### config.mk
export PLATFORM = sky130hd
export DESIGN_NAME = spi_frame_packer_flat
export DESIGN_NICKNAME = d
export VERILOG_FILES = /design/src/rtl/spi_frame_packer_if.sv /design/src/rtl/spi_frame_packer.sv /design/src/flat_wrapper.sv
export SDC_FILE = /design/constraint.sdc
export NUM_CORES = 1
export LEC_CHECK = 0
export CAP_MARGIN = 10
export CORE_MARGIN = 2
export CORE_UTILIZATION = 42
export DETAILED_ROUTE_END_ITERATION = 6
export GPL_TIMING_DRIVEN = 0
export PLACE_DENSITY_LB_ADDON = 0.1
export RECOVER_POWER = 50
export SLEW_MARGIN = 20
export SYNTH_ARGS = -nofsm -noshare
export SYNTH_HDL_FRONTEND = slang
export SYNTH_SLANG_ARGS = --single-unit
### constraint.sdc
create_clock -name clk -period 2.2 [get_ports clk]
set_input_delay 0.44 -clock clk [delete_from_list [all_inputs] [get_ports clk]]
set_output_delay 0.44 -clock clk [all_outputs]
set_load 0.01 [all_outputs]
### src/rtl/spi_frame_packer_if.sv
// spi_frame_packer_if: bundles the count input, the byte handshake towards the
// SPI transmitter and the status/flag outputs of spi_frame_packer.
//   cnt_data/cnt_valid : count result and its one-cycle qualifier
//   data/sendEnable    : byte offered to the transmitter and its request
//   BUSY               : transmitter busy (high from acceptance to shift-out end)
//   Status             : 00 IDLE, 01 REQ, 10 SHIFT, 11 ABORT
//   frame_done         : one-cycle pulse when the 6th byte has completed
//   overrun/err        : sticky dropped-result and aborted-frame flags
// master = the packer, slave = the environment (counter + transmitter).
interface spi_frame_packer_if;
  logic [31:0] cnt_data;
  logic        cnt_valid;
  logic [7:0]  data;
  logic        sendEnable;
  logic        BUSY;
  logic [1:0]  Status;
  logic        frame_done;
  logic        overrun;
  logic        err;

  modport master (
    input  cnt_data, cnt_valid, BUSY,
    output data, sendEnable, Status, frame_done, overrun, err
  );

  modport slave (
    output cnt_data, cnt_valid, BUSY,
    input  data, sendEnable, Status, frame_done, overrun, err
  );
endinterface

### src/rtl/spi_frame_packer.sv
// spi_frame_packer: latches a 32-bit frequency count and sends it to the SPI
// byte transmitter as a 6-byte frame: SYNC_BYTE, count MSB first, XOR checksum
// of the four count bytes.
// Ports: clk (rising edge), rst (synchronous, active low), bus (master modport
// of spi_frame_packer_if, see that file for the signal list).
//
// Handshake: in REQ, sendEnable is high and data holds the current byte; a
// BUSY=1 sample means the transmitter took the byte. In SHIFT, sendEnable is
// low and data is held until BUSY=0 is sampled, which completes the byte.
// sendEnable stays high at most ACK_TIMEOUT cycles before the frame aborts.
module spi_frame_packer #(
  parameter int          COUNT_W     = 32,
  parameter logic [7:0]  SYNC_BYTE   = 8'hA5,
  parameter int          ACK_TIMEOUT = 255
) (
  input  logic              clk,
  input  logic              rst,
  spi_frame_packer_if.master bus
);

  if (COUNT_W != 32) begin : g_count_w_check
    $error("spi_frame_packer: COUNT_W must be 32");
  end
  if (ACK_TIMEOUT < 1 || ACK_TIMEOUT > 65535) begin : g_timeout_check
    $error("spi_frame_packer: ACK_TIMEOUT must be in 1..65535");
  end

  // Encoding doubles as the Status output.
  typedef enum logic [1:0] {
    ST_IDLE  = 2'b00,
    ST_REQ   = 2'b01,
    ST_SHIFT = 2'b10,
    ST_ABORT = 2'b11
  } state_e;

  localparam logic [15:0] TIMEOUT_LAST = 16'(ACK_TIMEOUT - 1);
  localparam logic [2:0]  LAST_IDX     = 3'd5;

  state_e      state_q, state_d;
  logic [2:0]  idx_q, idx_d;
  logic [15:0] timer_q, timer_d;
  logic [31:0] shadow_q, shadow_d;
  logic [7:0]  data_q, data_d;
  logic        overrun_q, overrun_d;
  logic        err_q, err_d;
  logic        done;

  function automatic logic [7:0] frame_byte(input logic [2:0] i, input logic [31:0] s);
    logic [7:0] b;
    case (i)
      3'd0:    b = SYNC_BYTE;
      3'd1:    b = s[31:24];
      3'd2:    b = s[23:16];
      3'd3:    b = s[15:8];
      3'd4:    b = s[7:0];
      3'd5:    b = s[31:24] ^ s[23:16] ^ s[15:8] ^ s[7:0];
      default: b = 8'h00;
    endcase
    return b;
  endfunction

  always_ff @(posedge clk) begin
    if (!rst) begin
      state_q   <= ST_IDLE;
      idx_q     <= 3'd0;
      timer_q   <= 16'd0;
      shadow_q  <= 32'd0;
      data_q    <= 8'h00;
      overrun_q <= 1'b0;
      err_q     <= 1'b0;
    end else begin
      state_q   <= state_d;
      idx_q     <= idx_d;
      timer_q   <= timer_d;
      shadow_q  <= shadow_d;
      data_q    <= data_d;
      overrun_q <= overrun_d;
      err_q     <= err_d;
    end
  end

  always_comb begin
    state_d   = state_q;
    idx_d     = idx_q;
    timer_d   = 16'd0;          // only counts while waiting in REQ
    shadow_d  = shadow_q;
    data_d    = data_q;
    // Any result arriving outside IDLE is lost, including the frame_done cycle.
    overrun_d = overrun_q | (bus.cnt_valid && (state_q != ST_IDLE));
    err_d     = err_q;
    done      = 1'b0;

    case (state_q)
      ST_IDLE: begin
        if (bus.cnt_valid) begin
          shadow_d = bus.cnt_data;
          idx_d    = 3'd0;
          data_d   = SYNC_BYTE;
          state_d  = ST_REQ;
        end
      end
      ST_REQ: begin
        if (bus.BUSY) begin
          state_d = ST_SHIFT;
        end else if (timer_q == TIMEOUT_LAST) begin
          err_d   = 1'b1;
          state_d = ST_ABORT;
        end else begin
          timer_d = timer_q + 16'd1;
        end
      end
      ST_SHIFT: begin
        if (!bus.BUSY) begin
          if (idx_q == LAST_IDX) begin
            done    = 1'b1;
            state_d = ST_IDLE;
          end else begin
            // data only moves on entry to REQ, so the transmitter never sees
            // it change under an open request or during a shift.
            idx_d   = idx_q + 3'd1;
            data_d  = frame_byte(idx_q + 3'd1, shadow_q);
            state_d = ST_REQ;
          end
        end
      end
      ST_ABORT: begin
        state_d = ST_IDLE;
      end
      default: begin
        state_d = ST_IDLE;
      end
    endcase
  end

  assign bus.data       = data_q;
  assign bus.sendEnable = (state_q == ST_REQ);
  assign bus.Status     = state_q;
  assign bus.frame_done = done;
  assign bus.overrun    = overrun_q;
  assign bus.err        = err_q;

endmodule

### src/flat_wrapper.sv
// flat-port wrapper written by rule: the top's interface ports become plain ports
module spi_frame_packer_flat 
#(
  parameter int          COUNT_W     = 32,
  parameter logic [7:0]  SYNC_BYTE   = 8'hA5,
  parameter int          ACK_TIMEOUT = 255
)
  (clk, rst, bus_cnt_data, bus_cnt_valid, bus_BUSY, bus_data, bus_sendEnable, bus_Status, bus_frame_done, bus_overrun, bus_err);
  spi_frame_packer_if bus_i ();
  input  logic clk;
  input  logic rst;
  input wire logic [$bits(bus_i.cnt_data)-1:0] bus_cnt_data;
  input wire logic [$bits(bus_i.cnt_valid)-1:0] bus_cnt_valid;
  input wire logic [$bits(bus_i.BUSY)-1:0] bus_BUSY;
  output wire logic [$bits(bus_i.data)-1:0] bus_data;
  output wire logic [$bits(bus_i.sendEnable)-1:0] bus_sendEnable;
  output wire logic [$bits(bus_i.Status)-1:0] bus_Status;
  output wire logic [$bits(bus_i.frame_done)-1:0] bus_frame_done;
  output wire logic [$bits(bus_i.overrun)-1:0] bus_overrun;
  output wire logic [$bits(bus_i.err)-1:0] bus_err;
  assign bus_i.cnt_data = bus_cnt_data;
  assign bus_i.cnt_valid = bus_cnt_valid;
  assign bus_i.BUSY = bus_BUSY;
  assign bus_data = bus_i.data;
  assign bus_sendEnable = bus_i.sendEnable;
  assign bus_Status = bus_i.Status;
  assign bus_frame_done = bus_i.frame_done;
  assign bus_overrun = bus_i.overrun;
  assign bus_err = bus_i.err;
  spi_frame_packer #(.COUNT_W(COUNT_W), .SYNC_BYTE(SYNC_BYTE), .ACK_TIMEOUT(ACK_TIMEOUT)) u_core (.clk(clk), .rst(rst), .bus(bus_i));
endmodule
Word level (Yosys, flattened, before mapping)
Index checks and enable logic that the tools add are counted.
- bitwise operators: 7
- add/subtract/negate cells: 2
- equality and inequality tests: 14
- multiplexer cells: 18
- reductions and logical operators: 10
- operators with widths (operator ; number):
    case mux 8 bit (6 select lines) ; 1
    2-to-1 mux 8 bit ; 3
    bitwise XOR 8 bit ; 3
    adder 16 x 1 -> 16 bit, second input constant ; 1
    equality test 16 x 8 -> 1 bit, second input constant ; 1
    case mux 8 bit (2 select lines) ; 1
    equality test 3 bit, second input constant ; 3
    2-to-1 mux 3 bit ; 3
    2-to-1 mux 2 bit ; 4
    case mux 2 bit (4 select lines) ; 1
    equality test 3 x 2 -> 1 bit, second input constant ; 2
    != test 2 bit, second input constant ; 3
    case mux 3 bit (2 select lines) ; 1
    AND reduction 3 bit ; 2
    equality test 2 bit, second input constant ; 2
    2-to-1 mux 1 bit ; 4
    AND reduction 4 bit ; 1
    nonzero test 2 bit ; 2
    OR reduction 4 bit ; 1
    adder 3 x 1 -> 3 bit, second input constant ; 1
    equality test 3 x 1 -> 1 bit, second input constant ; 1
    logical NOT 3 bit ; 1
    != test 3 x 2 -> 1 bit, second input constant ; 1
    NOT 1 bit ; 3
    5 further kinds ; 5
- word-level logic and storage cells: 58
- bits of input ports: 36
- output and inout bits: 14
- bits in registers: 63

Depth between registers and ports, before layout
Gate-level depths: netlist of the first run.
- word-level depth: 7
- depth in mapped cells: 7
- gate-level depth less buffers: 6

Least setup slack after synthesis of the first run
OpenSTA, ideal clock, no wires.
- path type: register -> register
- start point: register u_core.idx_q[0]
- end point: register u_core.data_q[1], in the netlist u_core.bus.data[1]
- data required time: 2.060 ns
- slack: 0.497 ns
- path buffers: 0
- arrival: 1.563 ns
- stages on the path, launching flop included: 6
- path through: dfxtp_1 ha_1 xor2_1 nor2_1 o311ai_2 o32ai_1
- cells in the longest elaborated chain, start to end: 6
- RTL lines (what ; RTL line ; text):
    start: declaration ; spi_frame_packer.sv:40 ; logic [2:0] idx_q, idx_d;
    start signal: assignment ; spi_frame_packer.sv:73 ; idx_q <= idx_d;
    adder 3 x 1 -> 3 bit ; spi_frame_packer.sv:121 ; data_d = frame_byte(idx_q + 3'd1, shadow_q);
    equality test 3 bit (tied with other cells) ; spi_frame_packer.sv:50 ; case (i)
    case mux 8 bit (6 select lines) ; spi_frame_packer.sv:50 ;
    2-to-1 mux 8 bit ; spi_frame_packer.sv:114 ; if (idx_q == LAST_IDX) begin
    2-to-1 mux 8 bit ; spi_frame_packer.sv:113 ; if (!bus.BUSY) begin
    case mux 8 bit (2 select lines) ; spi_frame_packer.sv:93 ; case (state_q)
    end signal: assignment ; spi_frame_packer.sv:76 ; data_q <= data_d;
    end: declaration ; spi_frame_packer.sv:43 ; logic [7:0] data_q, data_d;
Parallel ways exist; a longest one is shown, timed or not. The select of a mux whose other input is x is not followed.
A chain may end at the register's enable or synchronous reset.

Final worst setup path of the first run
- start point: input port bus_BUSY
- end point: output port bus_frame_done
- cells in the longest elaborated chain, start to end: 2
- RTL lines (what ; RTL line ; text):
    start: declaration ; flat_wrapper.sv:14 ; input wire logic [$bits(bus_i.BUSY)-1:0] bus_BUSY;
    2-to-1 mux 1 bit ; spi_frame_packer.sv:113 ;
    2-to-1 mux 1 bit ; spi_frame_packer.sv:93 ;
    end: declaration ; flat_wrapper.sv:18 ; output wire logic [$bits(bus_i.frame_done)-1:0] bus_frame_done;
Every way passes these cells.

==> flow_metrics.env, run 1 <==
export IMPL_hold_viol=0
export IMPL_syn_inst=363
export IMPL_hold_buffers=0
export IMPL_cts_tree="done"
export IMPL_synth_edff_count=0
export IMPL_clock_sinks=63
export IMPL_syn_avg_cell_area_sq_um=8.63
export IMPL_layout_drive_gt1_share_pct=7.28
export IMPL_finClkSkew_ps=5.93
export IMPL_tightest_slew_ps=704
export IMPL_cp_cell_sequence="clkdlybuf4s50_1, or3b_4, nor2_1, dlygate4sd2_1"
export IMPL_finalWirelength_um=7510
export IMPL_gr_usage_met3_pct=4.76
export IMPL_gp_congestion=0.808
export IMPL_drt_iter0_drc=136
export IMPL_dp_hpwl_um=5520
export IMPL_setup_viol=0
export IMPL_grt_antenna_before_repair=0
export IMPL_track_usage_pct=19.2
export IMPL_grt_ovfl_total=0
export IMPL_root_buffer="clkbuf_8"
export IMPL_power_density_nw_per_um2=628
export IMPL_ios=50
export IMPL_die_h_um=90.4
export IMPL_fin_hold_ws_ps=467
export IMPL_floorplan_rows=31
export IMPL_dieArea_sq_um=8170
export IMPL_yosys_area_share_xor_xnor_pct=10.0
export IMPL_ys_seq_area_share_pct=40.2
export IMPL_cp_start_kind="input port"
export IMPL_ant_nets=0
export IMPL_status="finished, final reports clean"
export IMPL_yosys_register_bits=63
export IMPL_synth_compound_area_share_pct=22.2
export IMPL_required_ps=1760
export IMPL_hold_class="reg2reg"
export IMPL_antenna_cells=0
export IMPL_crit_arrival_ps=1700
export IMPL_grtUsageMet2_pct=29.9
export IMPL_wl_per_cell_um=14.3
export IMPL_synthArstFlopShare_pct=0
export IMPL_clock_latency_ps=330
export IMPL_cts_buffers=9
export IMPL_syn2layout_area_growth_pct=25.1
export IMPL_port_buffers=49
export IMPL_max_freq_ghz=0.468
export IMPL_ir_drop_mv=0.424
export IMPL_synthesis_nets=406
export IMPL_core_sq_um=7250
export IMPL_routed_via_density=5.13
export IMPL_critPathKind="in2out"
export IMPL_use_met1_pct=26.0
export IMPL_clock_path_buffers=2
export IMPL_grt_busiest_layer="met2"
export IMPL_dr_total_vias=2692
export IMPL_ys_types=40
export IMPL_route_detailed_drc=0
export IMPL_dr_pass1_iters=4
export IMPL_period_minus_slack_ps=2140
export IMPL_cap_violations=0
export IMPL_grt_pass1_vias=2636
export IMPL_end_kind="primary output"
export IMPL_synth_ff_type="dfxtp_1"
export IMPL_utilization_pct=54.0
export IMPL_place_ws_ps=-220
export IMPL_critPathTopFamily="buffers and inverters"
export IMPL_crit_slowest_cell="clkdlybuf4s50_1"
export IMPL_slew_viol_final=0
export IMPL_cp_max_fo=4
export IMPL_synth_mux_area_share_pct=0.319
export IMPL_yosys_area_share_simple_pct=20.3
export IMPL_p_leak_uw=0.00139
export IMPL_final_period_utilization_pct=97.1
export IMPL_synth_fa_ha_area_share_pct=2.79
export IMPL_cts_reportedPaths_clkPinSlew_ps=60
export IMPL_dieWidth_um=90.4
export IMPL_synthesis_area_sq_um=3130
export IMPL_max_slew_margin_pct=52.9
export IMPL_grt_pass1_wl_um=12700
export IMPL_slowest_delay_ps=460
export IMPL_critPathBufInv=2
export IMPL_nets=467
export IMPL_grt_max_degree=11
export IMPL_synth_top_family_by_area="compound AO/OA/AOI/OAI gates"
export IMPL_fin_ws_ps=63.9
export IMPL_yosysWarnings=0
export IMPL_start_util_pct=43.2
export IMPL_rsz0062_at_grt="no"
export IMPL_cts_htree_levels=3
==> per-layer routing <==
metal | wire (um) | part of all wire, %
met1 | 3640 | 48
met2 | 3470 | 46
met3 | 321 | 4.3
met4 | 80 | 1.1
met5 | 0 | 0
==> layout by cell type, fill, tap and decap left out, types with 3 or more instances in the layout <==
cell type / n
a222oi_1: 4
nand2_1: 76
clkbuf_1: 13
buf_4: 3
xnor2_1: 31
o211a_1: 8
dlygate4sd3_1: 13
clkdlybuf4s50_1: 35
o32ai_1: 4
dfxtp_1: 62
a21boi_0: 36
a221oi_1: 4
nand3_1: 3
or4_1: 6
o211ai_1: 4
nor3_1: 5
nor2_1: 29
inv_1: 11
ha_1: 7
nor4_1: 4
o221a_2: 4
nand4_1: 5
nor2b_1: 4
clkbuf_8: 12
o21ai_0: 16
==> sequential cells by signal, summed over array words and instances, names as in the netlist <==
name and flops:
u_core.shadow_q 32, u_core.timer_q 16, u_core.bus.data 8, u_core.idx_q 3, u_core.bus.Status 2, u_core.bus.err 1
u_core.bus.overrun 1
==> worst paths after layout <==
kind | from | end | slack (ps) | cells after the start
hold reg to reg | u_core.bus.data[1] | u_core.bus.data[1] | 470 | 2
hold / removal | u_core.bus.data[1] | u_core.bus.data[1] | 470 | 2
setup / recovery | bus_BUSY | bus_frame_done | 60 | 4
setup reg to reg | u_core.idx_q[0] | u_core.bus.data[4] | 160 | 5
==> stage by stage <==
step / setup TNS (ps) / std cells / area, sq um / total power, uW
2_1_floorplan: 0 / 363 / 3130 / 1450
3_3_place_gp: -1240 / 511 / 3750 / 1590
3_5_place_dp: -1230 / 511 / 3750 / 1600
4_1_cts: 0 / 524 / 3930 / 2500
5_1_grt: 0 / 525 / 3920 / 2570
6_report: 0 / 525 / 3920 / 2460
==> repair_timing <==
action,4_1_cts,5_1_grt
pin swaps,0,1
gates cloned,0,0
resized for setup,2,2
endpoints found under the setup margin,4,2
setup buffers,0,1
==> report_power, final <==
group          internal [uW]  switching, uW
combinational            176            152
clock                    481            413
sequential              1190           49.2
total                   1850            615
==> final cells by class <==
type                    instances  area, sq um
fillers                       696         3330
multi-input cells             270         1730
flip-flops and latches         63         1260
repair buffers                 50          497
clock buffers                  12          165
well taps                      99          124
plain buffers                  19         91.3
inverters                      11         41.3
clock inverters                 1         5.00
==> kinds of logic after synthesis <==
logic type / after synthesis
AO/OA/AOI/OAI: 89
XOR/XNOR: 35
adder cells (fa/ha/maj): 7
buffers and inverters: 30
flip-flops: 63
multiplexers: 1
AND/OR/NAND/NOR: 138
==> Yosys cell counts (all sizes together), types with 5 or more instances <==
library cell / count / area [sq um]
nand2: 76 / 285
nand4: 5 / 31.3
nor3: 5 / 25.0
inv: 11 / 41.3
buf: 6 / 40.0
clkbuf: 13 / 48.8
nor4: 5 / 46.3
xnor2: 32 / 288
a21boi: 36 / 270
dfxtp: 63 / 1260
nor2: 29 / 109
o211a: 8 / 80.1
o21ai: 16 / 80.1
ha: 7 / 87.6
or4: 6 / 48.8
==> tightest hold or removal path, cell delays in order (launching register included) <==
cell and delay, ps:
dfxtp_1 310, nand2_1 50, o32ai_1 60
Note: power is estimated with default switching activity, not from simulation.
==> run 2: changes to the inputs <==
--- a/config.mk
+++ b/config.mk
@@ -7,7 +7,7 @@
 export LEC_CHECK = 0
 export CAP_MARGIN = 10
 export CORE_MARGIN = 2
-export CORE_UTILIZATION = 42
+export CORE_UTILIZATION = 53
 export DETAILED_ROUTE_END_ITERATION = 6
 export GPL_TIMING_DRIVEN = 0
 export PLACE_DENSITY_LB_ADDON = 0.1
==> flow_metrics.env, run 2 (synthesized netlist as in run 1, its figures left out) <==
export IMPL_status="finished, final reports clean"
export IMPL_hold_buffers=0
export IMPL_tightest_slew_ps=610
export IMPL_dp_hpwl_um=5330
export IMPL_cts_htree_levels=3
export IMPL_final_common_cell="nand2_1"
export IMPL_regMostFlops="u_core.shadow_q"
export IMPL_max_freq_ghz=0.468
export IMPL_syn2layout_area_growth_pct=25.1
export IMPL_clock_path_buffers=2
export IMPL_cp_endpoint="bus_frame_done"
export IMPL_ios=50
export IMPL_grt_pass1_wl_um=11900
export IMPL_cp_start_kind="input port"
export IMPL_fin_cells=503
export IMPL_finalPower_uw=2630
export IMPL_dieArea_sq_um=6540
export IMPL_dr_pass1_iters=5
export IMPL_port_buffers=49
export IMPL_r2r_end="u_core.timer_q[11]"
export IMPL_final_period_utilization_pct=97.1
export IMPL_drt_iter0_drc=139
export IMPL_cts_buffers=9
export IMPL_max_slew_margin_pct=59.2
export IMPL_clock_sinks=63
export IMPL_cts_setup_buffers=0
export IMPL_wl_per_cell_um=14.9
export IMPL_hold_viol=0
export IMPL_dieWidth_um=80.9
export IMPL_largest_register_ffs=32
export IMPL_finClkSkew_ps=10.3
export IMPL_route_detailed_drc=0
export IMPL_track_usage_pct=24.0
export IMPL_root_buffer="clkbuf_8"
export IMPL_ir_drop_mv=0.531
export IMPL_end_kind="primary output"
export IMPL_power_density_nw_per_um2=671
export IMPL_r2r_cells=5
export IMPL_grt_ovfl_total=0
export IMPL_clock_latency_ps=350
export IMPL_slew_viol_final=0
export IMPL_hold_class="reg2reg"
export IMPL_grt_antenna_before_repair=0
export IMPL_period_minus_slack_ps=2140
export IMPL_grt_pass1_vias=2604
export IMPL_start_util_pct=53.9
export IMPL_routed_via_density=5.55
export IMPL_cts_reportedPaths_clkPinSlew_ps=70
export IMPL_finalWirelength_um=7480
export IMPL_fillCellCount=532
export IMPL_dr_total_vias=2792
export IMPL_critPathKind="in2out"
export IMPL_core_sq_um=5820
export IMPL_r2r_start="u_core.timer_q[9]"
export IMPL_post_cts_resized=1
export IMPL_die_h_um=80.9
export IMPL_cap_violations=0
export IMPL_setup_viol=0
export IMPL_cts_tree="done"
export IMPL_floorplan_rows=28
export IMPL_cp_max_fo=4
export IMPL_grt_max_degree=11
export IMPL_most_common_layout_cells="nand2_1, dfxtp_1, a21boi_0, clkdlybuf4s50_1, xnor2_1"
export IMPL_utilization_pct=67.4
export IMPL_p_leak_uw=0.00140
export IMPL_ant_nets=0
export IMPL_r2r_setup_slack_ps=240
export IMPL_nets=466
export IMPL_cp_startpoint="bus_BUSY"
export IMPL_gp_congestion=0.882
export IMPL_layout_drive_gt1_share_pct=7.48
export IMPL_antenna_cells=0
export IMPL_crit_arrival_ps=1700
export IMPL_dp_cells=487
export IMPL_required_ps=1760
export IMPL_rsz0062_at_grt="no"
run 2: layer usage:
metal	GRT usage, %	up-vias	wire [um]
met4	7.80	0	171
met5	0	-	0
met1	31.4	1313	3440
met3	6.44	14	396
li1	-	1380	-
met2	38.6	85	3470
run 2: power by group:
part / internal, uW / total (uW) / leakage [uW] / switching [uW]
clock: 613 / 1060 / 0.000109 / 450
combinational: 176 / 328 / 0.000779 / 153
sequential: 1190 / 1240 / 0.000515 / 50.2
run 2: critical path, cell delays in order:
cell,delay [ps]
clkdlybuf4s50_1,460
or3b_4,420
nor2_1,130
clkdlybuf4s15_1,240
run 2: cell type report:
cell class                      instances  area, sq um  area share, %
Buffer                                 19         91.3           2.33
Clock inverter                          3         40.0           1.02
Multi-Input combinational cell        270         1730           44.2
Timing Repair Buffer                   49          490           12.5
Sequential cell                        63         1260           32.2
Inverter                               11         41.3           1.05
Clock buffer                           13          169           4.31
Tap cell                               75         93.8           2.39
run 2: worst min path at each step:
stage / startpoint / end / slack, ps / cells after the start
5_1_grt: u_core.bus.data[3] / u_core.bus.data[3] / 480 / 2
6_report: u_core.timer_q[0] / u_core.timer_q[0] / 460 / 1
3_3_place_gp: u_core.timer_q[0] / u_core.timer_q[0] / 440 / 1
3_5_place_dp: u_core.timer_q[0] / u_core.timer_q[0] / 450 / 1
2_1_floorplan: u_core.timer_q[0] / u_core.timer_q[0] / 430 / 1
4_1_cts: u_core.timer_q[0] / u_core.timer_q[0] / 470 / 1
run 2: stage by stage:
step | hold WS (ps) | instance area, sq um | TNS (ps) | setup WS (ps)
2_1_floorplan | 430 | 3130 | 0 | 497
3_3_place_gp | 443 | 3720 | -508 | -239
3_5_place_dp | 453 | 3720 | -634 | -241
4_1_cts | 468 | 3930 | 0 | 33.1
5_1_grt | 480 | 3920 | 0 | 11.2
6_report | 460 | 3920 | 0 | 63.9
==> run 3: changes to the inputs <==
--- a/config.mk
+++ b/config.mk
@@ -7,7 +7,7 @@
 export LEC_CHECK = 0
 export CAP_MARGIN = 10
 export CORE_MARGIN = 2
-export CORE_UTILIZATION = 53
+export CORE_UTILIZATION = 42
 export DETAILED_ROUTE_END_ITERATION = 6
 export GPL_TIMING_DRIVEN = 0
 export PLACE_DENSITY_LB_ADDON = 0.1
==> constraint.sdc (replaced) <==
create_clock -name clk -period 2 [get_ports clk]
set_input_delay 0.4 -clock clk [delete_from_list [all_inputs] [get_ports clk]]
set_output_delay 0.4 -clock clk [all_outputs]
set_load 0.01 [all_outputs]
==> flow_metrics.env, run 3 (synthesized netlist as in run 1, its figures left out) <==
export IMPL_status="finished, final reports clean"
export IMPL_most_common_layout_cells="nand2_1, dfxtp_1, clkdlybuf4s50_1"
export IMPL_dr_pass1_iters=4
export IMPL_rsz0062_at_grt="no"
export IMPL_final_common_cell="nand2_1"
export IMPL_antenna_cells=0
export IMPL_ant_nets=0
export IMPL_cts_reportedPaths_clkPinSlew_ps=70
export IMPL_power_density_nw_per_um2=682
export IMPL_crit_arrival_ps=1540
export IMPL_dieWidth_um=90.4
export IMPL_fillCellCount=686
export IMPL_max_slew_margin_pct=66.7
export IMPL_cp_startpoint="u_core.bus.Status[0]"
export IMPL_required_ps=1600
export IMPL_dp_cells=511
export IMPL_layout_drive_gt1_share_pct=10.1
export IMPL_grt_pass1_wl_um=12600
export IMPL_floorplan_rows=31
export IMPL_wl_per_cell_um=14.4
export IMPL_clock_latency_ps=340
export IMPL_clock_sinks=63
export IMPL_track_usage_pct=19.1
export IMPL_hold_viol=0
export IMPL_core_sq_um=7250
export IMPL_final_period_utilization_pct=97.0
export IMPL_syn2layout_area_growth_pct=27.1
export IMPL_hold_buffers=0
export IMPL_dr_total_vias=2694
export IMPL_hold_class="in2reg"
export IMPL_grt_antenna_before_repair=0
export IMPL_slew_viol_final=0
export IMPL_p_leak_uw=0.00141
export IMPL_grt_max_degree=11
export IMPL_drt_iter0_drc=144
export IMPL_root_buffer="clkbuf_8"
export IMPL_start_util_pct=43.2
export IMPL_r2r_setup_slack_ps=120
export IMPL_finalWirelength_um=7540
export IMPL_slowest_delay_ps=410
export IMPL_cts_htree_levels=3
export IMPL_place_ws_ps=-340
export IMPL_dieArea_sq_um=8170
export IMPL_cp_max_fo=9
export IMPL_dp_hpwl_um=5520
export IMPL_grt_pass1_vias=2633
export IMPL_cp_start_kind="flip-flop"
export IMPL_clock_path_buffers=2
export IMPL_setup_viol=0
export IMPL_gp_congestion=0.808
export IMPL_ios=50
export IMPL_grt_ovfl_total=0
export IMPL_end_kind="primary output"
export IMPL_crit_slowest_cell="or3b_4"
export IMPL_seq_area_sq_um=1260
export IMPL_multi_input_area_sq_um=1780
export IMPL_finClkSkew_ps=6.75
export IMPL_cts_buffers=9
export IMPL_route_detailed_drc=0
export IMPL_period_minus_slack_ps=1940
export IMPL_critPathTopFamily="simple AND/OR/NAND/NOR gates"
export IMPL_fin_cells=525
export IMPL_tightest_slew_ps=499
export IMPL_hp_start="bus_BUSY"
export IMPL_routed_via_density=5.13
export IMPL_regMostFlops="u_core.shadow_q"
export IMPL_nets=467
export IMPL_cts_tree="done"
export IMPL_max_freq_ghz=0.515
export IMPL_finalPower_uw=2720
export IMPL_r2r_start="u_core.idx_q[0]"
export IMPL_ir_drop_mv=0.466
export IMPL_die_h_um=90.4
export IMPL_cap_violations=0
export IMPL_critPathBufInv=2
export IMPL_port_buffers=49
export IMPL_largest_register_ffs=32
export IMPL_cp_cell_sequence="buf_4, or3b_4, nor2_2, clkdlybuf4s15_2"
export IMPL_critPathKind="reg2out"
export IMPL_fin_ws_ps=59.8
run 3: cell types whose count changed in the layout (fill, tap and decap cells not counted), moves of 2 or more:
cell,delta
nor2_1,-2
nor2_2,+2
dlygate4sd3_1,-3
clkbuf_1,-6
clkbuf_2,+5
run 3: final timing paths:
kind | to | cells after the start
worst max-delay path | bus_frame_done | 4
worst min-delay path | u_core.bus.Status[1] | 3
worst max register to register | u_core.bus.data[2] | 6
worst min register to register | u_core.timer_q[0] | 1
run 3: per-stage QoR:
stage	util [%]	cell area [sq um]	hold WS [ps]	setup TNS (ps)
floorplan	-	3130	430	0
global placement	51.7	3750	444	-7040
detailed placement	51.7	3750	458	-7090
CTS	54.3	3940	473	-31.3
global route	54.9	3980	446	0
finish	54.9	3980	412	0
run 3: worst register-to-register path, stage by stage (launching register included):
cell and delay [ps]:
dfxtp_1 410, inv_1 100, ha_1 220, clkbuf_2 230, a222oi_1 420, o21ai_0 130, o221a_2 250
run 3: where the power goes:
group / internal, uW / leakage [uW] / switching, uW
Combinational: 196 / 0.000801 / 170
Sequential: 1310 / 0.000515 / 54.9
Clock: 529 / 0.0000902 / 456
Total: 2040 / 0.00141 / 681
run 3: area by class of cell:
class | instances | share of cell area [%]
multi-input cells | 270 | 44.7
clock buffers | 12 | 4.15
flip-flops and latches | 63 | 31.7
clock inverters | 1 | 0.126
well taps | 99 | 3.11
inverters | 11 | 1.04
repair buffers | 50 | 12.6
plain buffers | 19 | 2.54
run 3: metal layers:
layer	wire, um	global-route usage [%]
met1	3690	26.1
met2	3480	29.8
met3	299	4.76
met4	71	6.28
met5	0	0
run 3: repair_timing:
item / in CTS / in global routing
gates resized for setup: 7 / 20
gates cloned: 0 / 0
setup endpoints to repair: 10 / 15
setup buffers: 0 / 1
endpoints found under the hold margin: 0 / 0
pin swaps: 0 / 1
